===== src/rtl/instr_dispatch_pkg.sv =====
// rtl/instr_dispatch_pkg.sv - shared encodings, field positions and helpers for instr_dispatch
package instr_dispatch_pkg;

    localparam int NUM_PORTS           = 3;
    localparam int PAYLOAD_W           = 12;
    localparam int INSTR_W             = 14;
    localparam int DEFAULT_HOLD_CYCLES = 4;

    // Cache ID codes; ID_NONE selects no cache and marks the NOP word
    localparam logic [1:0] ID_CACHE0 = 2'b00;
    localparam logic [1:0] ID_CACHE1 = 2'b01;
    localparam logic [1:0] ID_CACHE2 = 2'b10;
    localparam logic [1:0] ID_NONE   = 2'b11;

    localparam logic [INSTR_W-1:0] INSTR_NOP = {ID_NONE, 12'h000};

    // Instruction field positions; the payload shares bits [11:0] with the instruction
    localparam int ID_MSB   = 13;
    localparam int ID_LSB   = 12;
    localparam int OP_BIT   = 11;
    localparam int ADDR_MSB = 10;
    localparam int ADDR_LSB = 8;
    localparam int DATA_MSB = 7;
    localparam int DATA_LSB = 0;

    typedef enum logic [1:0] {
        ST_IDLE = 2'd0,
        ST_HOLD = 2'd1,
        ST_GAP  = 2'd2
    } state_e;

    function automatic logic [1:0] next_port(input logic [1:0] p);
        return (p == 2'd2) ? 2'd0 : p + 2'd1;
    endfunction

    function automatic logic [1:0] port_to_id(input logic [1:0] p);
        case (p)
            2'd0:    return ID_CACHE0;
            2'd1:    return ID_CACHE1;
            default: return ID_CACHE2;
        endcase
    endfunction

    function automatic logic [INSTR_W-1:0] make_instr(input logic [1:0] id,
                                                      input logic [PAYLOAD_W-1:0] payload);
        logic [INSTR_W-1:0] instr;
        instr                     = '0;
        instr[ID_MSB:ID_LSB]      = id;
        instr[OP_BIT]             = payload[OP_BIT];
        instr[ADDR_MSB:ADDR_LSB]  = payload[ADDR_MSB:ADDR_LSB];
        instr[DATA_MSB:DATA_LSB]  = payload[DATA_MSB:DATA_LSB];
        return instr;
    endfunction

endpackage


===== src/rtl/instr_fifo.sv =====
// rtl/instr_fifo.sv - per-port request queue with full/empty flags
module instr_fifo #(
    parameter int DEPTH = 2,
    parameter int WIDTH = 12
) (
    input  logic             clk_i,
    input  logic             rst_i,
    input  logic             push_i,
    input  logic             pop_i,
    input  logic [WIDTH-1:0] wdata_i,
    output logic [WIDTH-1:0] rdata_o,
    output logic             full_o,
    output logic             empty_o
);

    localparam int PTR_W = $clog2(DEPTH);
    localparam logic [PTR_W:0] DEPTH_CNT = (PTR_W + 1)'(DEPTH);

    logic [WIDTH-1:0] mem_q [DEPTH];
    logic [PTR_W-1:0] wr_ptr_q;
    logic [PTR_W-1:0] rd_ptr_q;
    logic [PTR_W:0]   count_q;
    logic             do_push;
    logic             do_pop;

    assign full_o  = (count_q == DEPTH_CNT);
    assign empty_o = (count_q == '0);
    assign rdata_o = mem_q[rd_ptr_q];

    // A push into a full queue is dropped even if a pop happens in the same cycle
    assign do_push = push_i & ~full_o;
    assign do_pop  = pop_i & ~empty_o;

    // Pointer, occupancy and storage update; pointers wrap naturally since DEPTH is a power of two
    always_ff @(posedge clk_i) begin
        if (rst_i) begin
            wr_ptr_q <= '0;
            rd_ptr_q <= '0;
            count_q  <= '0;
        end else begin
            if (do_push) begin
                mem_q[wr_ptr_q] <= wdata_i;
                wr_ptr_q        <= wr_ptr_q + 1'b1;
            end
            if (do_pop) begin
                rd_ptr_q <= rd_ptr_q + 1'b1;
            end
            case ({do_push, do_pop})
                2'b10:   count_q <= count_q + 1'b1;
                2'b01:   count_q <= count_q - 1'b1;
                default: count_q <= count_q;
            endcase
        end
    end

endmodule


===== src/rtl/instr_dispatch.sv =====
// rtl/instr_dispatch.sv - three-port round-robin dispatcher holding each instruction for HOLD_CYCLES
module instr_dispatch
    import instr_dispatch_pkg::*;
#(
    parameter int HOLD_CYCLES = DEFAULT_HOLD_CYCLES,
    parameter int FIFO_DEPTH  = 2
) (
    input  logic                           clock,
    input  logic                           reset,
    input  logic [NUM_PORTS-1:0]           req_valid,
    input  logic [NUM_PORTS*PAYLOAD_W-1:0] req_payload,
    output logic [NUM_PORTS-1:0]           req_ready,
    output logic [INSTR_W-1:0]             instruction,
    output logic                           instr_active,
    output logic [15:0]                    issue_count
);

    localparam logic [3:0] HOLD_LOAD = 4'(HOLD_CYCLES - 1);

    logic [NUM_PORTS-1:0]                fifo_full;
    logic [NUM_PORTS-1:0]                fifo_empty;
    logic [NUM_PORTS-1:0]                fifo_pop;
    logic [NUM_PORTS-1:0][PAYLOAD_W-1:0] fifo_head;

    state_e               state_q;
    logic [1:0]           rr_q;
    logic [3:0]           hold_q;
    logic [15:0]          count_q;
    logic [INSTR_W-1:0]   instr_q;
    logic                 active_q;

    logic                 grant_valid;
    logic [1:0]           grant_port;
    logic [1:0]           cand1;
    logic [1:0]           cand2;

    // Ready depends only on queue state and reset, never on this cycle's pop
    assign req_ready = ~fifo_full & {NUM_PORTS{~reset}};

    for (genvar g = 0; g < NUM_PORTS; g++) begin : g_port
        instr_fifo #(
            .DEPTH (FIFO_DEPTH),
            .WIDTH (PAYLOAD_W)
        ) u_fifo (
            .clk_i   (clock),
            .rst_i   (reset),
            .push_i  (req_valid[g] & req_ready[g]),
            .pop_i   (fifo_pop[g]),
            .wdata_i (req_payload[g*PAYLOAD_W +: PAYLOAD_W]),
            .rdata_o (fifo_head[g]),
            .full_o  (fifo_full[g]),
            .empty_o (fifo_empty[g])
        );
    end

    // Round-robin pick: first non-empty queue searching rr, rr+1, rr+2
    always_comb begin
        grant_valid = 1'b0;
        grant_port  = rr_q;
        cand1       = next_port(rr_q);
        cand2       = next_port(cand1);
        if (!fifo_empty[rr_q]) begin
            grant_valid = 1'b1;
            grant_port  = rr_q;
        end else if (!fifo_empty[cand1]) begin
            grant_valid = 1'b1;
            grant_port  = cand1;
        end else if (!fifo_empty[cand2]) begin
            grant_valid = 1'b1;
            grant_port  = cand2;
        end
    end

    // Pop the granted head only on the IDLE cycle that issues the grant
    always_comb begin
        fifo_pop = '0;
        if (state_q == ST_IDLE && grant_valid) begin
            fifo_pop[grant_port] = 1'b1;
        end
    end

    // Dispatch FSM: IDLE grants, HOLD keeps the word stable, GAP forces one NOP before the next grant
    always_ff @(posedge clock) begin
        if (reset) begin
            state_q  <= ST_IDLE;
            rr_q     <= 2'd0;
            hold_q   <= 4'd0;
            count_q  <= 16'd0;
            instr_q  <= INSTR_NOP;
            active_q <= 1'b0;
        end else begin
            case (state_q)
                ST_IDLE: begin
                    if (grant_valid) begin
                        instr_q  <= make_instr(port_to_id(grant_port), fifo_head[grant_port]);
                        active_q <= 1'b1;
                        hold_q   <= HOLD_LOAD;
                        rr_q     <= next_port(grant_port);
                        count_q  <= count_q + 16'd1;
                        state_q  <= ST_HOLD;
                    end
                end
                ST_HOLD: begin
                    if (hold_q == 4'd0) begin
                        instr_q  <= INSTR_NOP;
                        active_q <= 1'b0;
                        state_q  <= ST_GAP;
                    end else begin
                        hold_q <= hold_q - 4'd1;
                    end
                end
                ST_GAP: begin
                    state_q <= ST_IDLE;
                end
                default: begin
                    state_q <= ST_IDLE;
                end
            endcase
        end
    end

    assign instruction  = instr_q;
    assign instr_active = active_q;
    assign issue_count  = count_q;

endmodule

===== config.mk =====
export PLATFORM = sky130hd
export DESIGN_NAME = instr_dispatch
export DESIGN_NICKNAME = d
export VERILOG_FILES = /design/src/rtl/instr_dispatch_pkg.sv /design/src/rtl/instr_fifo.sv /design/src/rtl/instr_dispatch.sv
export SDC_FILE = /design/constraint.sdc
export NUM_CORES = 1
export LEC_CHECK = 0
export ABC_AREA = 1
export CORE_MARGIN = 10
export CORE_UTILIZATION = 30
export CTS_CLUSTER_DIAMETER = 150
export DETAILED_ROUTE_END_ITERATION = 8
export DONT_BUFFER_PORTS = 1
export HOLD_SLACK_MARGIN = 0.08
export PLACE_DENSITY_LB_ADDON = 0.12
export SLEW_MARGIN = 40
export SYNTH_ARGS = -nofsm -noshare
export SYNTH_HDL_FRONTEND = slang
export SYNTH_HIERARCHICAL = 1
export SYNTH_SLANG_ARGS = --single-unit

===== constraint.sdc =====
create_clock -name clock -period 2.36 [get_ports clock]
set_input_delay 0.472 -clock clock [delete_from_list [all_inputs] [get_ports clock]]
set_output_delay 0.472 -clock clock [all_outputs]
set_load 0.1 [all_outputs]

Word-level counts from Yosys, hierarchy flattened
Memories as Yosys holds them, arrays and structs flattened. A register that Yosys moved wholly into a read port is not among the register bits.
Cells that the tools add are included.
{"block": "totals", "register_bits": 51, "mem_bits_rw": 72, "inputBits": 41, "out_inout_bits": 34, "elab_cells": 142, "n_memories": 3}
{"memory": "g_port[0].u_fifo.mem_q", "words": 2, "width": 12, "read_ports": 1, "rd_ports_with_merged_regs": 1, "wr": 1, "line": "instr_fifo.sv:19", "source": "logic [WIDTH-1:0] mem_q [DEPTH];"}
{"memory": "g_port[1].u_fifo.mem_q", "words": 2, "width": 12, "read_ports": 1, "rd_ports_with_merged_regs": 1, "wr": 1, "line": "instr_fifo.sv:19"}
{"memory": "g_port[2].u_fifo.mem_q", "words": 2, "width": 12, "read_ports": 1, "rd_ports_with_merged_regs": 1, "wr": 1, "line": "instr_fifo.sv:19"}
{"block": "classes", "addsub": 17, "order_cmp": 5, "n_eq_ne": 17, "muxes": 51, "n_bitwise": 18, "reduce_logical": 16}
{"op": "2-to-1 mux 14 bit", "n": 2}
{"op": "case mux 14 bit (2 select lines)", "n": 1}
{"op": "binary-select mux 12 bit (select 2 bit)", "n": 1}
{"op": "2-to-1 mux 1 bit", "n": 24}
{"op": "case mux 2 bit (2 select lines)", "n": 5}
{"op": "== test 2 bit (second input constant)", "n": 9}
{"op": "adder 16 x 1 -> 16 bit (second input constant)", "n": 1}
{"op": "2-to-1 mux 2 bit", "n": 8}
{"op": "adder 2 x 1 -> 2 bit (second input constant)", "n": 6}
{"op": "less-than comparator 2 x 3 -> 1 bit (second input constant)", "n": 4}
{"op": "2-to-1 mux 12 bit", "n": 1}
{"op": "== test 2 x 1 -> 1 bit (second input constant)", "n": 5}
{"op": "zero test 2 bit", "n": 5}
{"op": "bitwise AND 1 bit", "n": 9}
{"op": "2-to-1 mux 4 bit", "n": 2}
{"op": "case mux 4 bit (2 select lines)", "n": 1}
{"op": "nonzero test 2 bit", "n": 4}
{"op": "inverter 1 bit", "n": 7}
{"op": "adder 1 bit (second input constant)", "n": 6}
{"op": "binary-select mux 1 bit (select 2 bit)", "n": 3}
{"op": "inequality test 2 bit (second input constant)", "n": 3}
{"op": "AND reduction 3 bit", "n": 2}
{"op": "subtractor 2 x 1 -> 2 bit (second input constant)", "n": 3}
{"op": "zero test 4 bit", "n": 1}
{"op": "other kinds (9)", "n": 11}

Longest topological paths before layout
{"block": "logic_depth", "word_depth": 17, "ltp_mapped": 20, "depth_no_buf": 19}

Modules after synthesis
The synthesis kept the hierarchy.
{"mod": "instr_fifo", "n_inst": 3, "cells_each": 75, "area_each_um2": 1153.6, "seq_area_each_um2": 820.8}
{"mod": "instr_dispatch", "n_inst": 1, "cells_each": 382, "area_each_um2": 2462.4, "seq_area_each_um2": 780.7}

Worst setup path after synthesis
Ideal clock, no wire load.
{"block": "synth_timing", "kind": "input-to-output", "startpoint": "input port reset", "endpoint": "output port req_ready[0]", "arrival_ns": 2.166, "required_ns": 1.888, "setup_slack_ns": -0.278, "stages": 3, "n_path_buf": 2, "path_cell_list": "clkbuf_1 clkbuf_1 nor2_1"}
{"block": "synth_via", "elab_chain_len": 2}
{"item": "start: declaration", "line": "instr_dispatch.sv:9", "source": "input logic reset,"}
{"item": "inverter 1 bit", "line": "instr_dispatch.sv:38", "source": "assign req_ready = ~fifo_full & {NUM_PORTS{~reset}};"}
{"item": "bitwise AND 3 bit", "line": "instr_dispatch.sv:38"}
{"item": "end: declaration", "line": "instr_dispatch.sv:12", "source": "output logic [NUM_PORTS-1:0] req_ready,"}
No other way between the ends.

Final worst setup path
{"block": "layout_timing", "startpoint": "register g_port[2].u_fifo.count_q[0]", "endpoint": "register g_port[0].u_fifo.count_q[1]"}
{"block": "layout_via", "elab_chain_len": 14, "word_cells_on_any_way": 25, "classes_between": "order compare: 2; eq/ne: 2; mux: 16; bitwise: 1; reduce/logical: 4"}
{"item": "start: declaration", "line": "instr_fifo.sv:22", "source": "logic [PTR_W:0] count_q;"}
{"item": "start signal: assignment", "line": "instr_fifo.sv:49", "source": "2'b10: count_q <= count_q + 1'b1;"}
{"item": "start signal: assignment", "line": "instr_fifo.sv:50", "source": "2'b01: count_q <= count_q - 1'b1;"}
{"item": "start signal: assignment", "line": "instr_fifo.sv:51", "source": "default: count_q <= count_q;"}
{"item": "zero test 2 bit (*)", "line": "instr_fifo.sv:27", "source": "assign empty_o = (count_q == '0);"}
{"item": "net fifo_empty[2]", "line": "instr_dispatch.sv:21", "source": "logic [NUM_PORTS-1:0] fifo_empty;"}
{"item": "binary-select mux 1 bit (select 2 bit)", "line": "instr_dispatch.sv:68", "source": "end else if (!fifo_empty[cand2]) begin"}
{"item": "2-to-1 mux 1 bit (implied by the code)", "line": "instr_dispatch.sv:68"}
{"item": "2-to-1 mux 2 bit", "line": "instr_dispatch.sv:68"}
{"item": "2-to-1 mux 2 bit", "line": "instr_dispatch.sv:65", "source": "end else if (!fifo_empty[cand1]) begin"}
{"item": "2-to-1 mux 2 bit", "line": "instr_dispatch.sv:62", "source": "if (!fifo_empty[rr_q]) begin"}
{"item": "less-than comparator 2 x 3 -> 1 bit (implied by the code) or greater-or-equal comparator 2 x 1 -> 1 bit (tied branches)", "line": "instr_dispatch.sv:78", "source": "fifo_pop[grant_port] = 1'b1;"}
{"item": "logical AND 1 bit (implied by the code)", "line": "instr_dispatch.sv:78"}
{"item": "2-to-1 mux 1 bit (implied by the code)", "line": "instr_dispatch.sv:78"}
{"item": "demux 1 bit (select 2 bit)", "line": "instr_dispatch.sv:78"}
{"item": "2-to-1 mux 3 bit (*)", "line": "instr_dispatch.sv:77", "source": "if (state_q == ST_IDLE && grant_valid) begin"}
{"item": "net fifo_pop[0]", "line": "instr_dispatch.sv:22", "source": "logic [NUM_PORTS-1:0] fifo_pop;"}
{"item": "bitwise AND 1 bit (*)", "line": "instr_fifo.sv:32", "source": "assign do_pop = pop_i & ~empty_o;"}
{"item": "net g_port[0].u_fifo.do_pop", "line": "instr_fifo.sv:24", "source": "logic do_pop;"}
{"item": "== test 2 x 1 -> 1 bit or == test 2 bit (tied branches)", "line": "instr_fifo.sv:48", "source": "case ({do_push, do_pop})"}
{"item": "case mux 2 bit (2 select lines) or nonzero test 2 bit (tied branches)"}
{"item": "end signal: assignment", "line": "instr_fifo.sv:49"}
{"item": "end signal: assignment", "line": "instr_fifo.sv:50"}
{"item": "end signal: assignment", "line": "instr_fifo.sv:51"}
{"item": "end: declaration", "line": "instr_fifo.sv:22"}
The timed path passes the listed nets; every way through them passes the cells marked *. The select of a mux whose other input is x is not followed.
A chain may end at the register's enable or synchronous reset.

==> results.sh <==
export IMPL_status="finished, final reports clean"
export IMPL_drt_iter0_markers=206
export IMPL_hold_slack_ps=142
export IMPL_highest_layer="met4"
export IMPL_critical_path_class="reg -> reg"
export IMPL_rows=51
export IMPL_critPathBufInv=3
export IMPL_finalPower_w=0.00954
export IMPL_timing_rr_start="g_port[2].u_fifo/count_q[0]"
export IMPL_diodes=0
export IMPL_pwr_share_clk_pct=27.6
export IMPL_fin_nets=713
export IMPL_tightestPinTransition_ps=658
export IMPL_max_cap_viol_count=0
export IMPL_endpoint_kind="flip-flop"
export IMPL_cts_made_buffers=17
export IMPL_area_growth_pct=22.5
export IMPL_finClkSkew_ps=9.07
export IMPL_min_period_over_period_pct=93.5
export IMPL_syn_area_per_cell_um2=9.76
export IMPL_drive_gt1_share_pct=26.4
export IMPL_power_frac_comb_pct=43.4
export IMPL_relSlewSlack_pct=56.1
export IMPL_start_util_pct=30.4
export IMPL_syn_cell_area_um2=5920
export IMPL_place_hpwl_mm=10.2
export IMPL_grt_pass1_wl_mm=22.5
export IMPL_synth_area_leader_cell="edfxtp_1"
export IMPL_grt_ovfl_total=0
export IMPL_clock_root_buffer="clkbuf_16"
export IMPL_route_met3_wl_um=946
export IMPL_path_max_fanout=5
export IMPL_max_stage_delay_ps=360
export IMPL_wl_met2_mm=7.14
export IMPL_cts_hold_buf=0
export IMPL_routedWlPerCell_um=15.2
export IMPL_hold_viol=0
export IMPL_ys_warn_count=6
export IMPL_clk_latency_ps=410
export IMPL_sw_frac_of_total_pct=41.7
export IMPL_htreeDepth=4
export IMPL_fin_tns_setup_ps=0
export IMPL_seq_power_share_pct=29.0
export IMPL_powerDensity_nw_per_um2=1310
export IMPL_die_width_um=161
export IMPL_peakVddDrop_mv=0.613
export IMPL_final_core_util_pct=37.3
export IMPL_yosys_top_cells_area="edfxtp_1, dfxtp_1, nand2_1"
export IMPL_antenna_found_initial=0
export IMPL_numClockSinks=126
export IMPL_die_area_um2=25800
export IMPL_top_level_ports=75
export IMPL_arrival_ps=2540
export IMPL_syn_nets=654
export IMPL_grt_setup_unrepaired="true"
export IMPL_timing_fmax_mhz=453
export IMPL_setup_viol=0
export IMPL_met1_length_mm=6.07
export IMPL_synth_top_area_share_pct=36.5
export IMPL_vias=4149
export IMPL_grt_max_degree=33
export IMPL_core_area_um2=19500
export IMPL_drv_slew=0
export IMPL_syn_inst=607
export IMPL_routed_wl_mm=14.3
export IMPL_fin_crit_ps=2210
export IMPL_slowest_stage="dfxtp_4"
export IMPL_cp_common_cell="nor2_1"
export IMPL_ys_types=38
export IMPL_ys_ff_latch=126
export IMPL_synthFlopType="edfxtp_1"
export IMPL_fill_cells=1967
export IMPL_drt_vias_per_instance=4.40
export IMPL_io_buffers=0
export IMPL_cts_tree="yes"
export IMPL_drc=0
export IMPL_p_switching_w=0.00397
export IMPL_worst_path_dominant_cell_family="simple AND/OR/NAND/NOR gates"
export IMPL_path_cells="nor2_4 > nand3b_4 > nand2_2 > nor2_1 > nand2_1 > nand3_2 > nand2_4 > a21oi_2 > nand2_1 > inv_1 > inv_2 > nor2_4 > ha_4 > inv_2 > nand2_2 > nor2_2 > nor2_1 > nor2_1"
export IMPL_hp_start="reset"
export IMPL_async_flop_share_pct=0
export IMPL_multi_input_area_um2=2410
export IMPL_hold_path_class="in -> reg"
export IMPL_regArea_um2=3250
export IMPL_cp_required_ps=2700
export IMPL_crit_start="g_port[2].u_fifo/count_q[0]"
export IMPL_p_int_w=0.00556
export IMPL_grt_pass1_vias=4232
export IMPL_seq_area_frac_synth_pct=54.8
export IMPL_dr_pass1_iters=4
export IMPL_synth_edf_count=72
export IMPL_antenna_left=0
export IMPL_place_gp_congestion=0.766
export IMPL_p_leak_nw=2.92
export IMPL_clk_pin_slew_ps=60
export IMPL_clockBufferDepth=2
export IMPL_start_kind="flip-flop"
export IMPL_die_y_um=161
export IMPL_grt_util_all_layers_pct=11.1
layout by cell type (no fill, tap or decap), types with 2 or more instances in the layout:
master,instances
nor3b_1,5
inv_2,9
a21boi_1,7
ha_4,2
nor3_1,8
o21ai_1,5
o211ai_1,2
a21boi_0,4
ha_1,4
xor2_1,2
nor2_1,43
inv_1,51
buf_4,59
clkinvlp_4,3
bufinv_16,3
a21oi_2,6
clkinv_4,3
nand2_2,11
nand2_4,3
nor2_4,10
nand3_1,33
inv_6,2
xnor2_1,2
dfxtp_2,4
dfxtp_1,49
a21oi_1,27
clkbuf_16,17
mux2_4,30
o22ai_1,2
nand4_1,10
nor2_2,5
nand2_1,157
edfxtp_1,72
mux2_2,6
o21ai_0,11
cell type report:
type,count,share of cell area (%)
inverters,60,3.10
clock buffers,17,5.86
multi-input cells,402,33.3
flip-flops and latches,126,44.8
clock inverters,13,2.28
repair buffers,59,6.11
well taps,265,4.57
worst reg2reg max path, cell delays in order, from the launching register on:
cell and delay, ps:
dfxtp_4 360, nor2_4 190, nand3b_4 180, nand2_2 60, nor2_1 100, nand2_1 90, nand3_2 90, nand2_4 60
a21oi_2 100, nand2_1 90, inv_1 70, inv_2 40, nor2_4 120, ha_4 230, inv_2 60, nand2_2 50
nor2_2 100, nor2_1 50, nor2_1 100
sequential cells by signal, summed over array words and instances, names as in the netlist, named ones only:
name	flops
g_port.u_fifo/rd_ptr_q	3
g_port.u_fifo/count_q	6
g_port.u_fifo/mem_q	72
hold_q	4
rr_q	2
instruction	14
state_q	2
issue_count	16
instr_active	1
g_port.u_fifo/wr_ptr_q	3
timing repair:
item                       4_1_cts  5_1_grt
pin swaps                        1       15
buffers inserted                 0        6
setup endpoints to repair        1        5
resized for setup                1       27
Yosys cell counts (7+ instances only):
master    count
nand2_1     161
edfxtp_1     72
dfxtp_1      54
inv_1        54
nor2_1       48
nand3_1      34
mux2_4       30
a21oi_1      28
o21ai_0      11
nand4_1      10
buf_6         8
nand2_2       8
nor3_1        8
a21boi_1      7
nor2_2        7
power groups by stage:
stage | logic (W) | registers [W] | clock network [W]
3_5_place_dp | 0.00399 | 0.00279 | 0
6_report | 0.00414 | 0.00277 | 0.00263
2_1_floorplan | 0.00262 | 0.00326 | 0
5_1_grt | 0.00461 | 0.00280 | 0.00281
3_3_place_gp | 0.00396 | 0.00279 | 0
4_1_cts | 0.00401 | 0.00275 | 0.00271
stage by stage:
stage	cells	cell area [µm²]	setup slack, ps
final	942	7250	153
after CTS	936	7110	1.64
after detailed placement	906	6510	26.5
after global routing	942	7250	-32.8
after floorplan	607	5920	-278
after global placement	906	6510	130
path summary, 6_finish.rpt:
check | depth (start not counted) | to | slack (ps)
worst max-delay path | 18 | g_port[0].u_fifo/count_q[1] | 150
worst min-delay path | 1 | rr_q[1] | 140
worst min register to register | 2 | instruction[1] | 460
worst max register to register | 18 | g_port[0].u_fifo/count_q[1] | 150
layer usage:
metal	vias to the layer above	global-route usage (%)
met5	-	0
met4	0	3.05
met3	10	4.98
met2	77	18.8
met1	1922	12.4
li1	2140	-
kinds of logic after synthesis:
kind of cell	share of synthesized area, %
compound gates	6.59
flops	54.8
xor+xnor	0.592
simple gates	21.8
buf+inv	6.29
fa+ha+maj	1.27
mux	8.75
Power figures use the tool's default switching activity.
